<file path="src/rtl/branch_resolve.sv">
// branch_resolve: single-stage registered RV32 branch/jump resolution with valid/ready output
//
// Ports:
//   clk, rst_n        clock, synchronous active-low reset
//   in_valid/in_ready request handshake (in_ready is combinational)
//   op, funct3        00 branch (funct3 selects condition), 01 JAL, 10 JALR, 11 reserved
//   rs1_val, rs2_val  source operands
//   pc, imm           instruction address, sign-extended immediate
//   pred_taken/target front-end prediction
//   flush             drop held result and block capture this cycle
//   out_valid/ready   result handshake
//   taken, target     resolved direction and next PC
//   link              pc+4 for rd writeback
//   mispredict        resolved next PC differs from predicted next PC
//   illegal           reserved op or funct3 010/011
//   misalign          taken target not word aligned (only with BRU_MISALIGN_EN)
//
// Build option: define BRU_MISALIGN_EN to enable misaligned-target detection.
module branch_resolve #(
    parameter int XLEN = 32
) (
    input  logic            clk,
    input  logic            rst_n,
    input  logic            in_valid,
    output logic            in_ready,
    input  logic [1:0]      op,
    input  logic [2:0]      funct3,
    input  logic [XLEN-1:0] rs1_val,
    input  logic [XLEN-1:0] rs2_val,
    input  logic [XLEN-1:0] pc,
    input  logic [XLEN-1:0] imm,
    input  logic            pred_taken,
    input  logic [XLEN-1:0] pred_target,
    input  logic            flush,
    output logic            out_valid,
    input  logic            out_ready,
    output logic            taken,
    output logic [XLEN-1:0] target,
    output logic [XLEN-1:0] link,
    output logic            mispredict,
    output logic            illegal,
    output logic            misalign
);
    logic            eq_c, lt_c, ltu_c, cond_c, ill_c, taken_c, mis_c, mp_c;
    logic [XLEN-1:0] link_c, btgt_c, jtgt_c, tgt_c, next_c, pnext_c;

    always_comb begin
        eq_c    = rs1_val == rs2_val;
        lt_c    = $signed(rs1_val) < $signed(rs2_val);
        ltu_c   = rs1_val < rs2_val;
        // funct3[2:1] picks the comparison, funct3[0] inverts it
        cond_c  = (funct3[2] ? (funct3[1] ? ltu_c : lt_c) : eq_c) ^ funct3[0];
        ill_c   = (op == 2'b11) || (op == 2'b00 && funct3[2:1] == 2'b01);
        taken_c = !ill_c && (op != 2'b00 || cond_c);
        link_c  = pc + 32'd4;
        btgt_c  = pc + imm;
        jtgt_c  = rs1_val + imm;
        tgt_c   = (op == 2'b10) ? {jtgt_c[XLEN-1:1], 1'b0} : btgt_c;
        next_c  = taken_c ? tgt_c : link_c;
        pnext_c = pred_taken ? pred_target : link_c;
`ifdef BRU_MISALIGN_EN
        mis_c   = taken_c && tgt_c[1];
`else
        mis_c   = 1'b0;
`endif
        // illegal and misaligned instructions go to the trap path, never to redirect
        mp_c    = (next_c != pnext_c) && !ill_c && !mis_c;
    end

    assign in_ready = rst_n && !flush && (!out_valid || out_ready);

    always_ff @(posedge clk) begin
        if (!rst_n) begin
            out_valid  <= 1'b0;
            taken      <= 1'b0;
            target     <= '0;
            link       <= '0;
            mispredict <= 1'b0;
            illegal    <= 1'b0;
            misalign   <= 1'b0;
        end else if (flush) begin
            out_valid  <= 1'b0;
        end else if (in_valid && in_ready) begin
            out_valid  <= 1'b1;
            taken      <= taken_c;
            target     <= next_c;
            link       <= link_c;
            mispredict <= mp_c;
            illegal    <= ill_c;
            misalign   <= mis_c;
        end else if (out_ready) begin
            out_valid  <= 1'b0;
        end
    end
endmodule

</file>
<file path="config.mk">
export PLATFORM = sky130hd
export DESIGN_NAME = branch_resolve
export DESIGN_NICKNAME = d
export VERILOG_FILES = /design/src/rtl/branch_resolve.sv
export SDC_FILE = /design/constraint.sdc
export NUM_CORES = 1
export LEC_CHECK = 0
export CORE_ASPECT_RATIO = 1.5
export CORE_MARGIN = 4
export CORE_UTILIZATION = 51
export DETAILED_ROUTE_END_ITERATION = 10
export PLACE_DENSITY = 0.93
export RECOVER_POWER = 100
export REMOVE_ABC_BUFFERS = 1
export SLEW_MARGIN = 20
export SYNTH_ARGS = -nofsm -noshare
export SYNTH_HDL_FRONTEND = slang
export SYNTH_SLANG_ARGS = --single-unit
</file>
<file path="constraint.sdc">
create_clock -name clk -period 4.8 [get_ports clk]
set_input_delay 0.96 -clock clk [delete_from_list [all_inputs] [get_ports clk]]
set_output_delay 0.96 -clock clk [all_outputs]
set_load 0.02 [all_outputs]
</file>
==> impl_metrics.sql, run 1 <==
INSERT INTO impl_metrics (metric_group, metric, value, unit) VALUES
('status', 'status', 'complete, but fails checks', ''),
('status', 'violations', 'capacitance limit, slew limit', ''),
('floorplan', 'core_region_area', '18100', 'um2'),
('pwr', 'share_seq_of_total_power', '0.203', ''),
('min_path', 'hold_path_class', 'reg -> reg', ''),
('drt', 'met1Wirelength', '13200', 'um'),
('drt', 'starting_drt_drc_count', '1175', ''),
('timing', 'fin_crit_sh', '0.966', ''),
('pwr', 'power.static_leakage', '6.13', 'nW'),
('yosys', 'synth_ff_type', 'sky130_fd_sc_hd__dfxtp_1', ''),
('floorplan', 'die_x', '119', 'um'),
('drt', 'drt_pass1_iterations', '5', ''),
('layout', 'multi_input_comb_area', '7640', 'um2'),
('critical_path', 'critPathCapture', 'mispredict', ''),
('cts', 'postCtsHoldBufs', '0', ''),
('timing', 'final.setup_skew', '0.00806', 'ns'),
('drt', 'highest_routing_layer_actually_used', 'met4', ''),
('critical_path', 'critical_path.endpoint_type', 'flop', ''),
('critical_path', 'setup.worst_path.start_class', 'input port', ''),
('yosys', 'asyncSetResetFlopFracSynth', '0', ''),
('placement', 'detailed_place_hpwl', '29500', 'um'),
('cts', 'numClockSinks', '68', ''),
('critical_path', 'reg2reg_depth', '6', ''),
('yosys', 'ys.warnings.count', '0', ''),
('timing', 'final.hold.worst_slack', '0.461', 'ns'),
('global_routing', 'pin_count_of_the_biggest_net_entering_global_routing', '94', ''),
('critical_path', 'r2r_end', 'target[22]', ''),
('cts', 'root_buffer', 'sky130_fd_sc_hd__clkbuf_16', ''),
('global_routing', 'first_global_vias', '11400', ''),
('floorplan', 'count_of_pins_on_the_block_boundary', '241', ''),
('drt', 'detail_route.wirelength', '36100', 'um'),
('timing', 'report.final.slew_viol_count', '94', ''),
('timing', 'fin_tns_setup', '0', 'ns'),
('layout', 'area_growth', '40.6', '%'),
('flow_run', 'number_of_max_cap_violations', '1', ''),
('layout', 'layout_common_cells', 'sky130_fd_sc_hd__clkdlybuf4s50_1, sky130_fd_sc_hd__nand2_1, sky130_fd_sc_hd__buf_4', ''),
('drt', 'route.met2.wl', '18000', 'um'),
('cts', 'cts_inserted_buffers', '9', ''),
('critical_path', 'worstPathRequired', '5.00', 'ns'),
('cts', 'cts.path.max_buffers', '2', ''),
('global_routing', 'globalRouteTotalUtil', '0.329', ''),
('yosys', 'yosysTopAreaCell', 'sky130_fd_sc_hd__dfxtp_1', ''),
('placement', 'finalWeightedCongestion', '1.02', ''),
('layout', 'final_cell_count_no_fill', '1842', ''),
('critical_path', 'critPathMaxFanout', '15', ''),
('drt', 'routedWlPerCell', '19.6', 'um'),
('cts', 'worst_skew_pair.late_latency', '0.34', 'ns'),
('critical_path', 'cp-startpoint', 'rs2_val[25]', ''),
('drt', 'met3_length', '2270', 'um'),
('timing', 'post-route-min-period', '4.64', 'ns'),
('yosys', 'post_synth_instance_area', '9470', 'um2'),
('yosys', 'postSynthRegisterBits', '68', ''),
('floorplan', 'initial_utilization', '0.524', ''),
('critical_path', 'worstReg2RegStart', 'out_valid', ''),
('timing', 'worst_slew_pin_slew', '1.82', 'ns'),
('placement', 'preCtsSetupSlack', '-0.137', 'ns'),
('global_routing', 'grt_overflow', '0', ''),
('critical_path', 'worst-endpoint-arrival', '4.83', 'ns'),
('yosys', 'netlist_top_cells_area', 'sky130_fd_sc_hd__dfxtp_1, sky130_fd_sc_hd__ha_1, sky130_fd_sc_hd__xnor2_1', ''),
('pwr', 'combinationalPowerShare', '0.504', ''),
('critical_path', 'critical_path.slowest_cell', 'sky130_fd_sc_hd__clkdlybuf4s50_1', ''),
('layout', 'fin_nets', '1853', ''),
('pwr', 'pwr_density_cell', '226', 'nW/um2'),
('yosys', 'synth-edff-count', '0', ''),
('timing', 'fmax', '0.216', 'GHz'),
('cts', 'cts_tree', 'built', ''),
('pwr', 'clock_power_share', '0.293', ''),
('global_routing', 'first_pass_grt_wire_length', '56200', 'um'),
('timing', 'finalSetupViolations', '0', ''),
('layout', 'post_route_cells_drive_above_1_share', '0.114', ''),
('drt', 'detailroute.via_count', '11300', '');
-- timing repair --
| action | in CTS | in global routing |
|---|---|---|
| hold endpoints to repair | 0 | 0 |
| buffers inserted | 0 | 1 |
| resized for setup | 0 | 13 |
| setup endpoints to repair | 0 | 1 |
-- sequential cells by signal, summed over array words and instances (netlist names) --
signal,cells
illegal,1
link,32
mispredict,1
out_valid,1
taken,1
target,32
-- synthesized netlist by cell type, types with 6 or more instances --
| library cell | instances |
|---|---|
| sky130_fd_sc_hd__o221ai_1 | 11 |
| sky130_fd_sc_hd__nor4_1 | 7 |
| sky130_fd_sc_hd__ha_1 | 94 |
| sky130_fd_sc_hd__o211a_1 | 30 |
| sky130_fd_sc_hd__and3_1 | 15 |
| sky130_fd_sc_hd__a21boi_0 | 29 |
| sky130_fd_sc_hd__o21a_1 | 10 |
| sky130_fd_sc_hd__a31oi_1 | 13 |
| sky130_fd_sc_hd__nand3_1 | 35 |
| sky130_fd_sc_hd__a21o_1 | 31 |
| sky130_fd_sc_hd__o211ai_1 | 33 |
| sky130_fd_sc_hd__nand2_1 | 163 |
| sky130_fd_sc_hd__and2_1 | 11 |
| sky130_fd_sc_hd__o21ai_0 | 58 |
| sky130_fd_sc_hd__o21bai_1 | 6 |
| sky130_fd_sc_hd__a211oi_1 | 16 |
| sky130_fd_sc_hd__nor3_1 | 19 |
| sky130_fd_sc_hd__and4_1 | 11 |
| sky130_fd_sc_hd__nand2b_1 | 8 |
| sky130_fd_sc_hd__xnor2_1 | 77 |
| sky130_fd_sc_hd__nor3b_1 | 12 |
| sky130_fd_sc_hd__clkbuf_1 | 47 |
| sky130_fd_sc_hd__nor2_1 | 76 |
| sky130_fd_sc_hd__dfxtp_1 | 68 |
| sky130_fd_sc_hd__nand4_1 | 31 |
| sky130_fd_sc_hd__nor2b_1 | 12 |
| sky130_fd_sc_hd__xor2_1 | 64 |
| sky130_fd_sc_hd__buf_6 | 6 |
| sky130_fd_sc_hd__inv_1 | 63 |
| sky130_fd_sc_hd__mux2_2 | 6 |
| sky130_fd_sc_hd__mux2i_1 | 29 |
| sky130_fd_sc_hd__a21oi_1 | 88 |
-- through the flow --
stage,util,area [um2]
final,0.736,13300
after global routing,0.736,13300
after CTS,0.732,13200
after detailed placement,0.710,12900
after global placement,0.710,12900
after floorplan,-,9170
-- metal layers --
| layer | GRT usage | vias to the layer above |
|---|---|---|
| met1 | 0.362 | 5306 |
| met4 | 0.210 | 0 |
| met2 | 0.594 | 575 |
| li1 | - | 5275 |
| met5 | 0 | - |
| met3 | 0.0334 | 166 |
-- critical path, delay by kind of cell --
family / cells / cell delay (ns)
fa+ha+maj: 1 / 0.29
simple gates: 4 / 0.98
mux: 1 / 0.35
buf+inv: 5 / 1.20
compound gates: 5 / 1.04
-- cell families after synthesis --
family / Yosys count / synth area share
buf+inv: 128 / 0.0576
flops: 68 / 0.144
compound gates: 381 / 0.282
xor+xnor: 142 / 0.133
simple gates: 418 / 0.215
other cells: 1 / 0.000396
fa+ha+maj: 96 / 0.128
mux: 36 / 0.0401
-- power groups by stage --
stage / logic (mW) / clock network, mW / registers (mW)
after global routing: 1.63 / 0.906 / 0.614
after global placement: 1.44 / 0 / 0.622
after floorplan: 0.795 / 0 / 0.657
after detailed placement: 1.47 / 0 / 0.623
after CTS: 1.48 / 0.881 / 0.612
final: 1.52 / 0.883 / 0.611
-- area by class of cell --
cell class                      instances  area share
Clock inverter                          6      0.0119
Multi-Input combinational cell       1074       0.574
Clock buffer                           10      0.0179
Timing Repair Buffer                  370       0.253
Antenna cell                            3    0.000564
Sequential cell                        68       0.102
Inverter                               63      0.0178
Tap cell                              248      0.0233
-- worst min-delay path by stage --
stage | slack, ns | startpoint | cells past startpoint | endpoint
after floorplan | 0.54 | target[10] | 2 | target[10]
after global placement | 0.45 | target[21] | 2 | target[21]
after detailed placement | 0.46 | target[26] | 2 | target[26]
after CTS | 0.47 | target[17] | 2 | target[17]
after global routing | 0.49 | target[3] | 2 | target[3]
final | 0.46 | target[17] | 2 | target[17]
Note: power is estimated with default switching activity, not from simulation.
==> run 2: changes to the inputs <==
CORE_UTILIZATION = 55   (was 51)
PLACE_DENSITY = 0.95   (was 0.93)
clock period = 5.8 ns   (was 4.8 ns; I/O delays follow)
==> impl_metrics.sql, run 2 (synthesis gave the netlist of run 1 again) <==
INSERT INTO impl_metrics (metric_group, metric, value, unit) VALUES
('status', 'status', 'complete, but fails checks', ''),
('status', 'violations', 'capacitance limit, slew limit', ''),
('layout', 'post_route_cells_drive_above_1_share', '0.0346', ''),
('global_routing', 'first_pass_grt_wire_length', '53100', 'um'),
('floorplan', 'initial_utilization', '0.563', ''),
('floorplan', 'placement_rows', '58', ''),
('drt', 'vias_per_cell', '6.38', ''),
('global_routing', 'globalRouteTotalUtil', '0.340', ''),
('timing', 'grt_setup_unrepaired', 'false', ''),
('layout', 'n_fill_cell', '1307', ''),
('drt', 'detailed_route_drc_error_count', '0', ''),
('floorplan', 'floorplan.die_area', '19400', 'um2'),
('cts', 'worst_skew_pair.late_latency', '0.34', 'ns'),
('pwr', 'share_seq_of_total_power', '0.232', ''),
('pwr', 'clock_power_share', '0.250', ''),
('timing', 'final.setup_skew', '0.00397', 'ns'),
('critical_path', 'worstReg2RegStart', 'out_valid', ''),
('layout', 'layout_common_cells', 'sky130_fd_sc_hd__clkdlybuf4s50_1, sky130_fd_sc_hd__nand2_1, sky130_fd_sc_hd__ha_1', ''),
('critical_path', 'setup.worst_path.start_class', 'input port', ''),
('pwr', 'power.static_leakage', '5.50', 'nW'),
('drt', 'postRouteAntennaNets', '0', ''),
('critical_path', 'path_class', 'in -> reg', ''),
('layout', 'area_growth', '28.9', '%'),
('global_routing', 'grt_overflow', '0', ''),
('timing', 'fmax', '0.187', 'GHz'),
('critical_path', 'reg2reg_depth', '6', ''),
('cts', 'cts_tree', 'built', ''),
('global_routing', 'initial_antenna_violation_count', '2', ''),
('timing', 'worst_slew_pin_slew', '2.56', 'ns'),
('flow_run', 'number_of_max_cap_violations', '1', ''),
('critical_path', 'worstPathRequired', '6.00', 'ns'),
('critical_path', 'critPathMaxFanout', '5', ''),
('cts', 'clkSlewWorstSetupHoldPaths', '0.06', 'ns'),
('cts', 'postCtsResizedCells', '0', ''),
('min_path', 'hold_path_class', 'reg -> reg', ''),
('drt', 'routedWlPerCell', '20.3', 'um'),
('critical_path', 'r2r_setup_slk', '1.79', 'ns'),
('global_routing', 'pin_count_of_the_biggest_net_entering_global_routing', '68', ''),
('timing', 'fin_crit_sh', '0.923', ''),
('critical_path', 'worst-endpoint-arrival', '5.55', 'ns'),
('pwr', 'p_int', '1.32', 'mW'),
('drt', 'detailroute.via_count', '10800', ''),
('floorplan', 'die_y', '169', 'um'),
('min_path', 'hold_path.startpoint', 'link[1]', ''),
('cts', 'numClockSinks', '68', ''),
('timing', 'final_hold_viol_count', '0', ''),
('timing', 'finalSetupViolations', '0', ''),
('layout', 'fin_nets', '1736', ''),
('critical_path', 'r2r_end', 'target[1]', ''),
('timing', 'fin_tns_setup', '0', 'ns'),
('pwr', 'combinationalPowerShare', '0.519', ''),
('cts', 'post-cts-setup-buffers', '0', ''),
('floorplan', 'die_x', '115', 'um'),
('drt', 'starting_drt_drc_count', '1012', ''),
('min_path', 'hold_end', 'link[1]', ''),
('placement', 'finalWeightedCongestion', '1.02', ''),
('critical_path', 'critical_path.endpoint_type', 'flop', ''),
('timing', 'maxSlewHeadroom', '-0.704', ''),
('placement', 'portBuffers', '239', ''),
('floorplan', 'core_region_area', '16800', 'um2'),
('pwr', 'power.switching', '0.859', 'mW'),
('timing', 'timing.final.ws_setup', '0.447', 'ns'),
('timing', 'report.final.slew_viol_count', '49', ''),
('floorplan', 'count_of_pins_on_the_block_boundary', '241', ''),
('pwr', 'swShare', '0.393', ''),
('pwr', 'pwr_density_cell', '179', 'nW/um2'),
('cts', 'root_buffer', 'sky130_fd_sc_hd__clkbuf_16', ''),
('min_path', 'whs_path_depth', '2', ''),
('layout', 'layout.cells.most_common', 'sky130_fd_sc_hd__clkdlybuf4s50_1', ''),
('cts', 'cts.htree.levels', '3', ''),
('layout', 'reg_top3', 'link (32), target (32)', ''),
('timing', 'post-route-min-period', '5.35', 'ns'),
('pwr', 'maximum_ir_drop_on_the_vdd_rail', '0.000230', 'V'),
('cts', 'cts.path.max_buffers', '2', ''),
('placement', 'detailed_place_hpwl', '27300', 'um'),
('cts', 'cts_inserted_buffers', '9', ''),
('drt', 'drt_pass1_iterations', '5', ''),
('cts', 'postCtsHoldBufs', '0', ''),
('global_routing', 'first_global_vias', '10600', ''),
('drt', 'detail_route.wirelength', '34100', 'um'),
('placement', 'preCtsSetupSlack', '0.444', 'ns');
run 2: changes by cell type in the layout (fill, tap and decap cells not counted), sizes merged:
| cell | delta |
|---|---|
| dlygate4sd3 | +2 |
| buf | -113 |
| dlymetal6s2s | -2 |
| diode | -1 |
| clkbuf | -1 |
| bufinv | -4 |
run 2: cell type report:
cell class                 count  area [um2]  share of cell area
tap                          210         263              0.0215
clock buffer                  13         250              0.0205
inverter                      63         236              0.0194
sequential                    68        1360               0.111
timing repair buffer         253        2500               0.205
clock inverter                 2        35.0             0.00287
multi-input combinational   1074        7560               0.619
antenna                        2        5.00            0.000410
run 2: routing by layer:
layer  global-route usage  up-vias  wire length, um
met4                0.225        0             2570
met2                0.588      534            16600
met1                0.392     5001            13000
li1                     -     5049                -
met3               0.0308      169             1990
met5                    0        -                0
run 2: how the worst max path moves through the flow:
| stage | startpoint | end | depth (start not counted) |
|---|---|---|---|
| after floorplan | rs2_val[30] | mispredict | 13 |
| after global placement | pc[0] | mispredict | 15 |
| after detailed placement | pc[0] | mispredict | 15 |
| after CTS | pc[0] | mispredict | 15 |
| after global routing | rs1_val[31] | mispredict | 13 |
| final | pc[6] | mispredict | 14 |
run 2: critical path, stage by stage:
cell	delay, ns
sky130_fd_sc_hd__clkdlybuf4s50_1	0.53
sky130_fd_sc_hd__ha_1	0.41
sky130_fd_sc_hd__a21o_1	0.20
sky130_fd_sc_hd__a31o_2	0.25
sky130_fd_sc_hd__a31oi_1	0.37
sky130_fd_sc_hd__o211ai_1	0.28
sky130_fd_sc_hd__xor2_1	0.21
sky130_fd_sc_hd__mux2i_1	0.38
sky130_fd_sc_hd__xor2_1	0.18
sky130_fd_sc_hd__nor4_1	0.70
sky130_fd_sc_hd__and3_1	0.28
sky130_fd_sc_hd__a21oi_1	0.05
sky130_fd_sc_hd__nor4b_1	0.36
sky130_fd_sc_hd__a41oi_1	0.16
run 2: through the flow:
| step | area (um2) | util | total power, mW | cells | hold WS [ns] |
|---|---|---|---|---|---|
| after floorplan | 9170 | - | 1.20 | 1205 | 0.539 |
| after global placement | 11900 | 0.709 | 1.60 | 1668 | 0.450 |
| after detailed placement | 11900 | 0.709 | 1.62 | 1668 | 0.459 |
| after CTS | 12200 | 0.726 | 2.17 | 1683 | 0.466 |
| after global routing | 12200 | 0.726 | 2.29 | 1685 | 0.486 |
| final | 12200 | 0.726 | 2.18 | 1685 | 0.463 |
run 2: power groups by stage:
stage | logic (mW) | registers (mW) | clock network (mW)
CTS | 1.12 | 0.507 | 0.542
global placement | 1.09 | 0.514 | 0
detailed placement | 1.11 | 0.516 | 0
global route | 1.22 | 0.508 | 0.563
floorplan | 0.658 | 0.543 | 0
finish | 1.13 | 0.506 | 0.545
==> run 3: changes to the inputs <==
CORE_ASPECT_RATIO = default   (was 1.5)
==> impl_metrics.sql, run 3 (synthesis gave the netlist of run 1 again) <==
INSERT INTO impl_metrics (metric_group, metric, value, unit) VALUES
('timing', 'finalSetupViolations', '0', ''),
('cts', 'root_buffer', 'sky130_fd_sc_hd__clkbuf_16', ''),
('cts', 'post-cts-setup-buffers', '0', ''),
('critical_path', 'reg2reg_depth', '6', ''),
('cts', 'numClockSinks', '68', ''),
('global_routing', 'pin_count_of_the_biggest_net_entering_global_routing', '69', ''),
('min_path', 'whs_path_depth', '2', ''),
('min_path', 'hold_path.startpoint', 'target[4]', ''),
('floorplan', 'core_region_area', '16800', 'um2'),
('layout', 'layout.cells.most_common', 'sky130_fd_sc_hd__clkdlybuf4s50_1', ''),
('timing', 'final_hold_viol_count', '0', ''),
('critical_path', 'path_class', 'in -> reg', ''),
('placement', 'finalWeightedCongestion', '0.979', ''),
('drt', 'detailed_route_drc_error_count', '0', ''),
('timing', 'fmax', '0.185', 'GHz'),
('drt', 'detail_route.wirelength', '34500', 'um'),
('cts', 'cts_inserted_buffers', '9', ''),
('layout', 'fin_nets', '1739', ''),
('global_routing', 'grt_overflow', '0', ''),
('cts', 'cts_tree', 'built', ''),
('floorplan', 'initial_utilization', '0.565', ''),
('drt', 'postRouteAntennaNets', '0', ''),
('layout', 'post_route_cells_drive_above_1_share', '0.0379', ''),
('cts', 'cts.htree.levels', '3', ''),
('floorplan', 'placement_rows', '47', ''),
('pwr', 'power.static_leakage', '5.52', 'nW'),
('drt', 'drt_pass1_iterations', '6', ''),
('global_routing', 'first_pass_grt_wire_length', '53700', 'um'),
('floorplan', 'die_x', '139', 'um'),
('layout', 'area_growth', '29.4', '%'),
('layout', 'layout_common_cells', 'sky130_fd_sc_hd__clkdlybuf4s50_1, sky130_fd_sc_hd__nand2_1, sky130_fd_sc_hd__ha_1', ''),
('global_routing', 'globalRouteTotalUtil', '0.335', ''),
('min_path', 'hold_path_class', 'reg -> reg', ''),
('cts', 'clkSlewWorstSetupHoldPaths', '0.05', 'ns'),
('global_routing', 'first_global_vias', '10500', ''),
('timing', 'grt_setup_unrepaired', 'false', ''),
('status', 'status', 'complete, but fails checks', ''),
('critical_path', 'setup.worst_path.start_class', 'input port', ''),
('critical_path', 'critical_path.endpoint_type', 'flop', ''),
('cts', 'postCtsHoldBufs', '0', ''),
('status', 'violations', 'capacitance limit, slew limit', ''),
('cts', 'worst_skew_pair.late_latency', '0.34', 'ns'),
('critical_path', 'cp-startpoint', 'rs2_val[19]', ''),
('critical_path', 'critPathMaxFanout', '25', ''),
('drt', 'vias_per_cell', '6.40', ''),
('cts', 'cts.path.max_buffers', '2', ''),
('pwr', 'pwr_density_cell', '182', 'nW/um2'),
('drt', 'routedWlPerCell', '20.3', 'um'),
('timing', 'fin_crit_sh', '0.930', ''),
('timing', 'maxSlewHeadroom', '-0.650', ''),
('floorplan', 'die_y', '139', 'um'),
('drt', 'starting_drt_drc_count', '1020', ''),
('timing', 'report.final.slew_viol_count', '48', ''),
('timing', 'fin_tns_setup', '0', 'ns'),
('floorplan', 'count_of_pins_on_the_block_boundary', '241', ''),
('critical_path', 'worstPathRequired', '5.99', 'ns'),
('timing', 'worst_slew_pin_slew', '2.47', 'ns'),
('global_routing', 'initial_antenna_violation_count', '1', ''),
('critical_path', 'worst-endpoint-arrival', '5.58', 'ns'),
('pwr', 'maximum_ir_drop_on_the_vdd_rail', '0.000172', 'V'),
('critical_path', 'worstReg2RegStart', 'out_valid', ''),
('timing', 'final.setup_skew', '0.00783', 'ns'),
('timing', 'post-route-min-period', '5.39', 'ns'),
('critical_path', 'r2r_setup_slk', '1.87', 'ns'),
('placement', 'detailed_place_hpwl', '28000', 'um'),
('layout', 'reg_top3', 'link (32), target (32)', ''),
('flow_run', 'number_of_max_cap_violations', '1', ''),
('floorplan', 'floorplan.die_area', '19400', 'um2'),
('cts', 'postCtsResizedCells', '0', ''),
('drt', 'detailroute.via_count', '10900', ''),
('pwr', 'report.power.total', '2.24', 'mW'),
('placement', 'portBuffers', '239', '');
[run 3: report_power, final]
group | internal (mW) | switching, mW
Combinational | 0.486 | 0.652
Clock | 0.388 | 0.205
Sequential | 0.492 | 0.0134
[run 3: worst paths after layout]
| path | endpoint |
|---|---|
| max | mispredict |
| min | target[4] |
| max reg2reg | target[17] |
| min reg2reg | target[4] |
[run 3: per-stage QoR]
stage                     hold WS [ns]  setup slack, ns  instances   util  instance area, um2
after floorplan                  0.539            0.712       1205      -                9170
after global placement           0.452            0.463       1681  0.714               12000
after detailed placement         0.458            0.438       1681  0.714               12000
after CTS                        0.464            0.742       1697  0.733               12300
after global routing             0.484            0.306       1698  0.731               12300
final                            0.461            0.408       1698  0.731               12300
[run 3: final cells by class]
| class | instances | area (um2) |
|---|---|---|
| Sequential cell | 68 | 1360 |
| Timing Repair Buffer | 256 | 2500 |
| Clock inverter | 4 | 72.6 |
| Tap cell | 220 | 275 |
| Inverter | 63 | 236 |
| Clock buffer | 12 | 246 |
| Antenna cell | 1 | 2.50 |
| Fill cell | 1291 | 4500 |
| Multi-Input combinational cell | 1074 | 7560 |
[run 3: critical path, cell delays in order]
cell and delay [ns]:
sky130_fd_sc_hd__dlygate4sd3_1 0.53, sky130_fd_sc_hd__inv_1 0.04, sky130_fd_sc_hd__ha_1 0.30, sky130_fd_sc_hd__a21oi_1 0.14, sky130_fd_sc_hd__o21ai_0 0.14, sky130_fd_sc_hd__a221oi_1 0.27, sky130_fd_sc_hd__o21ai_0 0.31, sky130_fd_sc_hd__o41ai_1 0.88
sky130_fd_sc_hd__mux2_1 0.62, sky130_fd_sc_hd__buf_4 0.32, sky130_fd_sc_hd__nor2_1 0.20, sky130_fd_sc_hd__o2111ai_1 0.15, sky130_fd_sc_hd__nor4b_1 0.34, sky130_fd_sc_hd__a41oi_1 0.16
[run 3: per-layer routing]
layer	part of all wire	vias to the layer above	GRT usage
met3	0.084	106	0.0343
met5	0	-	0
met1	0.40	5079	0.439
met2	0.47	618	0.556
li1	-	5061	-
met4	0.045	0	0.151
